`config.mk`:
```
export PLATFORM = sky130hd
export DESIGN_NAME = grid_claim_arbiter
export DESIGN_NICKNAME = d
export VERILOG_FILES = /design/src/rtl/grid_claim_arbiter.sv
export SDC_FILE = /design/constraint.sdc
export NUM_CORES = 1
export LEC_CHECK = 0
export CAP_MARGIN = 20
export CORE_AREA = 2 2 220 222
export DETAILED_ROUTE_END_ITERATION = 10
export DIE_AREA = 0 0 222 224
export PLACE_DENSITY_LB_ADDON = 0.05
export SYNTH_ARGS = -nofsm -noshare
export SYNTH_HDL_FRONTEND = slang
export SYNTH_SLANG_ARGS = --single-unit
```
`constraint.sdc`:
```
create_clock -name clk -period 17.3 [get_ports clk]
set_clock_uncertainty 0.1 [all_clocks]
set_input_delay 3.46 -clock clk [delete_from_list [all_inputs] [get_ports clk]]
set_output_delay 3.46 -clock clk [all_outputs]
set_load 0.02 [all_outputs]
```
`src/rtl/grid_claim_arbiter.sv`:
```
// rtl/grid_claim_arbiter.sv - round-robin atomic test-and-set arbiter for the placement grid RAM
//
// Purpose:
//   Shares one placement grid RAM between N_REQ walkers. Each claim reads the
//   target cell and writes the walker's node id only if the cell holds EMPTY.
//   One claim is in flight at a time; walkers are served round-robin.
//
// Optional feature macro: GRID_CLAIM_STATS_EN
//   Defined   : claims_ok / claims_rej count accepted / rejected claims (wrap at 2^32).
//   Undefined : claims_ok / claims_rej are tied to 0.
//
// Ports:
//   clk, reset              clock, asynchronous active-high reset
//   req[N_REQ]              per-walker claim request (level, held until done)
//   req_x, req_y            signed target row / column per walker, slice i = [i*DATA_W +: DATA_W]
//   req_node                node id to store per walker
//   done[N_REQ]             one-cycle completion pulse to the served walker
//   ok                      claim result while a done bit is high (1 = cell won)
//   busy                    high while a claim is in progress
//   mem_re, mem_we          grid RAM read / write strobes (single cycle)
//   mem_addr, mem_din       grid RAM address / write data
//   mem_dout                grid RAM read data, valid two edges after mem_re rises
//   claims_ok, claims_rej   statistics counters

module grid_claim_arbiter #(
   parameter int N_REQ     = 4,
   parameter int GRID_SIDE = 11,
   parameter int DATA_W    = 32,
   parameter int EMPTY     = -1
) (
   input  logic                      clk,
   input  logic                      reset,
   input  logic [N_REQ-1:0]          req,
   input  logic [N_REQ*DATA_W-1:0]   req_x,
   input  logic [N_REQ*DATA_W-1:0]   req_y,
   input  logic [N_REQ*DATA_W-1:0]   req_node,
   output logic [N_REQ-1:0]          done,
   output logic                      ok,
   output logic                      busy,
   output logic                      mem_re,
   output logic                      mem_we,
   output logic [DATA_W-1:0]         mem_addr,
   output logic [DATA_W-1:0]         mem_din,
   input  logic [DATA_W-1:0]         mem_dout,
   output logic [31:0]               claims_ok,
   output logic [31:0]               claims_rej
);

   localparam int                 IDX_W   = (N_REQ > 1) ? $clog2(N_REQ) : 1;
   localparam logic [DATA_W-1:0]  EMPTY_W = DATA_W'(EMPTY);
   localparam logic signed [31:0] SIDE_S  = 32'(GRID_SIDE);

   typedef enum logic [2:0] {IDLE, CHECK, WAIT, CAP, WR, RESP} state_t;

   state_t                    state;
   logic [IDX_W-1:0]          rr_ptr;
   logic [IDX_W-1:0]          idx;
   logic [N_REQ-1:0]          mask;
   logic signed [DATA_W-1:0]  cur_x;
   logic signed [DATA_W-1:0]  cur_y;
   logic [DATA_W-1:0]         cur_node;

   logic [N_REQ-1:0]          eligible;
   logic                      pick_found;
   logic [IDX_W-1:0]          pick_idx;
   logic [IDX_W-1:0]          next_ptr;
   logic signed [31:0]        x32;
   logic signed [31:0]        y32;
   logic signed [31:0]        addr32;
   logic                      out_of_bounds;

   // Round-robin pick: first eligible walker at or above rr_ptr, wrapping.
   // mask keeps the walker just served out of the very next IDLE cycle, while
   // its req may still be high for one cycle after done.
   always_comb begin
      eligible   = req & ~mask;
      pick_found = 1'b0;
      pick_idx   = '0;
      for (int k = 0; k < N_REQ; k++) begin
         if (!pick_found && eligible[(int'(rr_ptr) + k) % N_REQ]) begin
            pick_found = 1'b1;
            pick_idx   = IDX_W'((int'(rr_ptr) + k) % N_REQ);
         end
      end
      next_ptr = (int'(pick_idx) == N_REQ - 1) ? '0 : pick_idx + IDX_W'(1);
   end

   // Address arithmetic is done in signed 32 bits, then truncated to DATA_W.
   always_comb begin
      x32           = 32'(cur_x);
      y32           = 32'(cur_y);
      addr32        = x32 * SIDE_S + y32;
      out_of_bounds = (x32 < 0) || (x32 >= SIDE_S) || (y32 < 0) || (y32 >= SIDE_S);
   end

   always_ff @(posedge clk or posedge reset) begin
      if (reset) begin
         state    <= IDLE;
         rr_ptr   <= '0;
         idx      <= '0;
         mask     <= '0;
         cur_x    <= '0;
         cur_y    <= '0;
         cur_node <= '0;
         done     <= '0;
         ok       <= 1'b0;
         busy     <= 1'b0;
         mem_re   <= 1'b0;
         mem_we   <= 1'b0;
         mem_addr <= '0;
         mem_din  <= '0;
      end else begin
         done   <= '0;
         ok     <= 1'b0;
         mem_re <= 1'b0;
         mem_we <= 1'b0;
         case (state)
            IDLE: begin
               mask <= '0;
               if (pick_found) begin
                  idx      <= pick_idx;
                  cur_x    <= req_x[int'(pick_idx)*DATA_W +: DATA_W];
                  cur_y    <= req_y[int'(pick_idx)*DATA_W +: DATA_W];
                  cur_node <= req_node[int'(pick_idx)*DATA_W +: DATA_W];
                  rr_ptr   <= next_ptr;
                  busy     <= 1'b1;
                  state    <= CHECK;
               end
            end
            CHECK: begin
               if (out_of_bounds) begin
                  done[idx] <= 1'b1;
                  ok        <= 1'b0;
                  state     <= RESP;
               end else begin
                  mem_re   <= 1'b1;
                  mem_addr <= DATA_W'(addr32);
                  state    <= WAIT;
               end
            end
            WAIT: begin
               state <= CAP;
            end
            CAP: begin
               if (mem_dout == EMPTY_W) begin
                  mem_we  <= 1'b1;
                  mem_din <= cur_node;
                  state   <= WR;
               end else begin
                  done[idx] <= 1'b1;
                  ok        <= 1'b0;
                  state     <= RESP;
               end
            end
            WR: begin
               // The write issued in CAP lands on this edge; report the win.
               done[idx] <= 1'b1;
               ok        <= 1'b1;
               state     <= RESP;
            end
            RESP: begin
               mask  <= N_REQ'(1) << idx;
               busy  <= 1'b0;
               state <= IDLE;
            end
            default: begin
               busy  <= 1'b0;
               state <= IDLE;
            end
         endcase
      end
   end

`ifdef GRID_CLAIM_STATS_EN
   // ok is high exactly during the RESP cycle of a won claim.
   always_ff @(posedge clk or posedge reset) begin
      if (reset) begin
         claims_ok  <= '0;
         claims_rej <= '0;
      end else if (state == RESP) begin
         if (ok) claims_ok  <= claims_ok + 32'd1;
         else    claims_rej <= claims_rej + 32'd1;
      end
   end
`else
   assign claims_ok  = '0;
   assign claims_rej = '0;
`endif

endmodule

```
==> summary.txt <==
Status
  – Status: completed

Floorplanning
  – Initial Util: 0.302
  – Top Ports: 558
  – Die height: 224 µm
  – Core area: 47300 µm²
  – Die width: 222 µm
  – Die area: 49700 µm²
  – Row cnt: 80

Clock tree
  – CTS buffer count: 17
  – Hold_buf cts: 0
  – CTS tree: yes
  – Post-CTS Resized: 0
  – Setup Buffers After CTS: 0
  – Clk root buf: clkbuf_16
  – H-tree depth: 4
  – Worst skew pair latency: 0.46 ns
  – Clock slew at reported path FFs: 0.07 ns
  – CTS Sinks: 179
  – Maximum clock insertion buffer count: 2

Final layout
  – Commonest non-fill, non-tap cell in the layout: nand2_1
  – Most frequent cells in the layout: nand2_1, clkdlybuf4s50_1, o21ai_0
  – Nets: 2899
  – Area Overhead vs Synth: 40.7%
  – Fraction of layout cells with a size suffix above 1: 0.0404
  – Final core occ: 0.425
  – Filler cells: 4967

Timing
  – Final setup vio count: 0
  – Setup TNS: 0 ns
  – Max frequency: 143 MHz
  – Tcrit/Tclk final: 0.405
  – Worst-margin pin slew: 1.07 ns
  – Final-report hold violation count: 0
  – Slew margin rel.: 0.286
  – Crit path time final: 7.01 ns
  – RSZ-0062 raised after global routing: false
  – Final Slew Violations: 0

Synthesis
  – Flops & latches, synth: 179
  – Syn avg cell area: 7.47 µm²
  – Largest family of logic cells by synthesized area: simple AND/OR/NAND/NOR gates
  – Post-synth ARST share: 1.00
  – Register area share after synthesis: 0.313
  – Ys flop type: dfrtp_1
  – Cell Area, Synth: 14300 µm²
  – Post-synth EDFFs: 0
  – Compound-Gate Fraction of Synth Area: 0.128
  – Mux share of post-synthesis cell area: 0.0267
  – Simple-gate share of the synthesized area: 0.242
  – Synth Instances: 1917
  – Yosys warning count: 0
  – Synth Area in Adders: 0.153
  – Post-synthesis cell type count: 68
  – Post-synthesis xor/xnor area fraction: 0.0190

Drt
  – Total number of vias: 13400
  – Routed Antenna Nets: 0
  – DRC violation count after routing: 0
  – Drt pass-1 iters: 5
  – WL/cell: 17.9 µm
  – Initial DRC Count: 604
  – Via-to-Cell Ratio: 4.51
  – Routed wire length: 53200 µm

Power and ir drop
  – Lkg Pwr: 9.67 nW
  – Power Density: 243 nW/µm²
  – Max VDD drop: 0.157 mV

Worst setup path
  – Critical Path Source Type: input port
  – Worst path max stage delay: 0.92 ns
  – Worst path cell trace: clkdlybuf4s50_1 > nor2b_1 > a21oi_1 > o21ai_4 > buf_4 > buf_4 > nand2_1 > nand3_1 > o21ai_0 > o21ai_0
  – CP arrival: 7.29 ns
  – Critical Path Fanout Max: 95
  – CP max-delay cell: buf_4
  – Worst Setup Path Type: input port to register
  – CP Data Required Time: 17.57 ns
  – CP Capture Type: register

Job
  – Max cap viols: 0

Global routing
  – GRT overflow: 0
  – Initial antenna violation count: 12
  – Gr usage total: 0.213
  – Global-route wire length before repair: 80300 µm
  – Largest net degree at the start of global routing: 119
  – Vias in the first global route: 13400

Placed design
  – Post-DP HPWL: 42100 µm
  – IO buf count: 493
  – GP Congestion: 0.856

Worst hold path
  – Hold/Removal Path Class: register to register
[per-stage QoR]
| step | area, µm² | instances | power, mW | setup WS (ns) | hold slack (ns) |
|---|---|---|---|---|---|
| global route | 20100 | 2967 | 5.54 | 9.93 | 0.403 |
| finish | 20100 | 2972 | 4.89 | 10.29 | 0.375 |
| detailed placement | 19400 | 2932 | 4.47 | 9.73 | 0.365 |
| global placement | 19400 | 2932 | 4.44 | 9.78 | 0.355 |
| floorplan | 14600 | 1980 | 3.51 | 8.88 | 0.344 |
| CTS | 20100 | 2964 | 4.94 | 10.24 | 0.380 |
[logic make-up (layout without fill, tap and decap cells)]
| kind of cell | after synthesis | after routing |
|---|---|---|
| buffers and inverters | 366 | 736 |
| AOI/OAI and AO/OA | 326 | 326 |
| and+or+nand+nor | 840 | 840 |
| other | 1 | 71 |
| adders and majority gates | 140 | 140 |
| xor gates and xnor gates | 31 | 31 |
| DFF | 179 | 179 |
| muxes | 34 | 34 |
[worst max-delay path, delay by kind of cell]
family | cells | cell delay, ns
AO/OA/AOI/OAI | 4 | 1.08
AND/OR/NAND/NOR | 3 | 0.46
buffers and inverters | 3 | 2.17
[final cells by class]
type | instances | area (µm²) | area share
diodes | 7 | 17.5 | 0.000870
clock buffers | 22 | 474 | 0.0235
clock inverters | 10 | 171 | 0.00851
inverters | 201 | 762 | 0.0378
multi-input cells | 1435 | 8430 | 0.419
flip-flops and latches | 179 | 4480 | 0.222
well taps | 615 | 769 | 0.0382
repair buffers | 503 | 5030 | 0.250
[power breakdown]
group          internal [mW]  total (mW)  switching [mW]
Sequential             0.549       0.697           0.148
Combinational           1.51        3.76            2.24
Clock                  0.255       0.437           0.182
[final timing paths]
| check | start | end | slack, ns | cells after the start |
|---|---|---|---|---|
| max | req[2] | cur_y[6] | 10.29 | 10 |
| min | cur_node[12] | cur_node[12] | 0.37 | 2 |
| max reg2reg | cur_x[5] | mem_addr[31] | 12.58 | 16 |
| min reg2reg | cur_node[12] | cur_node[12] | 0.37 | 2 |
| max in group asynchronous | reset | cur_node[26] | 12.09 | 3 |
| min in group asynchronous | reset | cur_node[2] | 3.45 | 2 |
[registers in the layout, summed over array words and instances (netlist names), named ones only]
register and count:
busy 1, cur_node 32, cur_x 32, cur_y 32
done 4, idx 2, mask 4, mem_addr 32
mem_din 32, mem_re 1, mem_we 1, ok 1
rr_ptr 1, state 3
[cell usage after synthesis, types with 4 or more instances]
| library cell | n | share of area |
|---|---|---|
| nand2_1 | 643 | 0.17 |
| o21ai_0 | 232 | 0.081 |
| inv_1 | 201 | 0.053 |
| dfrtp_1 | 179 | 0.31 |
| nand3_1 | 104 | 0.036 |
| ha_1 | 82 | 0.072 |
| buf_4 | 64 | 0.034 |
| clkbuf_1 | 63 | 0.017 |
| fa_1 | 58 | 0.081 |
| mux2_2 | 33 | 0.026 |
| buf_2 | 32 | 0.011 |
| nor2_1 | 24 | 0.0063 |
| a21oi_1 | 23 | 0.0080 |
| xor2_1 | 17 | 0.010 |
| nand4_1 | 16 | 0.0070 |
| xnor2_1 | 14 | 0.0086 |
| a21o_1 | 11 | 0.0058 |
| nor3_1 | 11 | 0.0038 |
| nor4_1 | 10 | 0.0044 |
| nand2b_1 | 8 | 0.0035 |
| o21ai_1 | 8 | 0.0028 |
| a31oi_1 | 7 | 0.0031 |
| nor2b_1 | 5 | 0.0022 |
| a211oi_1 | 4 | 0.0021 |
| a22o_1 | 4 | 0.0024 |
| and3_1 | 4 | 0.0017 |
[metal layers]
layer / part of all wire / routed length (µm) / up-vias / GRT usage
met1: 0.44 / 23600 / 6177 / 0.266
met2: 0.49 / 25900 / 291 / 0.364
met3: 0.055 / 2950 / 41 / 0.0577
met4: 0.013 / 689 / 10 / 0.0532
met5: 0.0013 / 68 / - / 0
li1: - / - / 6880 / -
(Power assumes the default switching activity.)
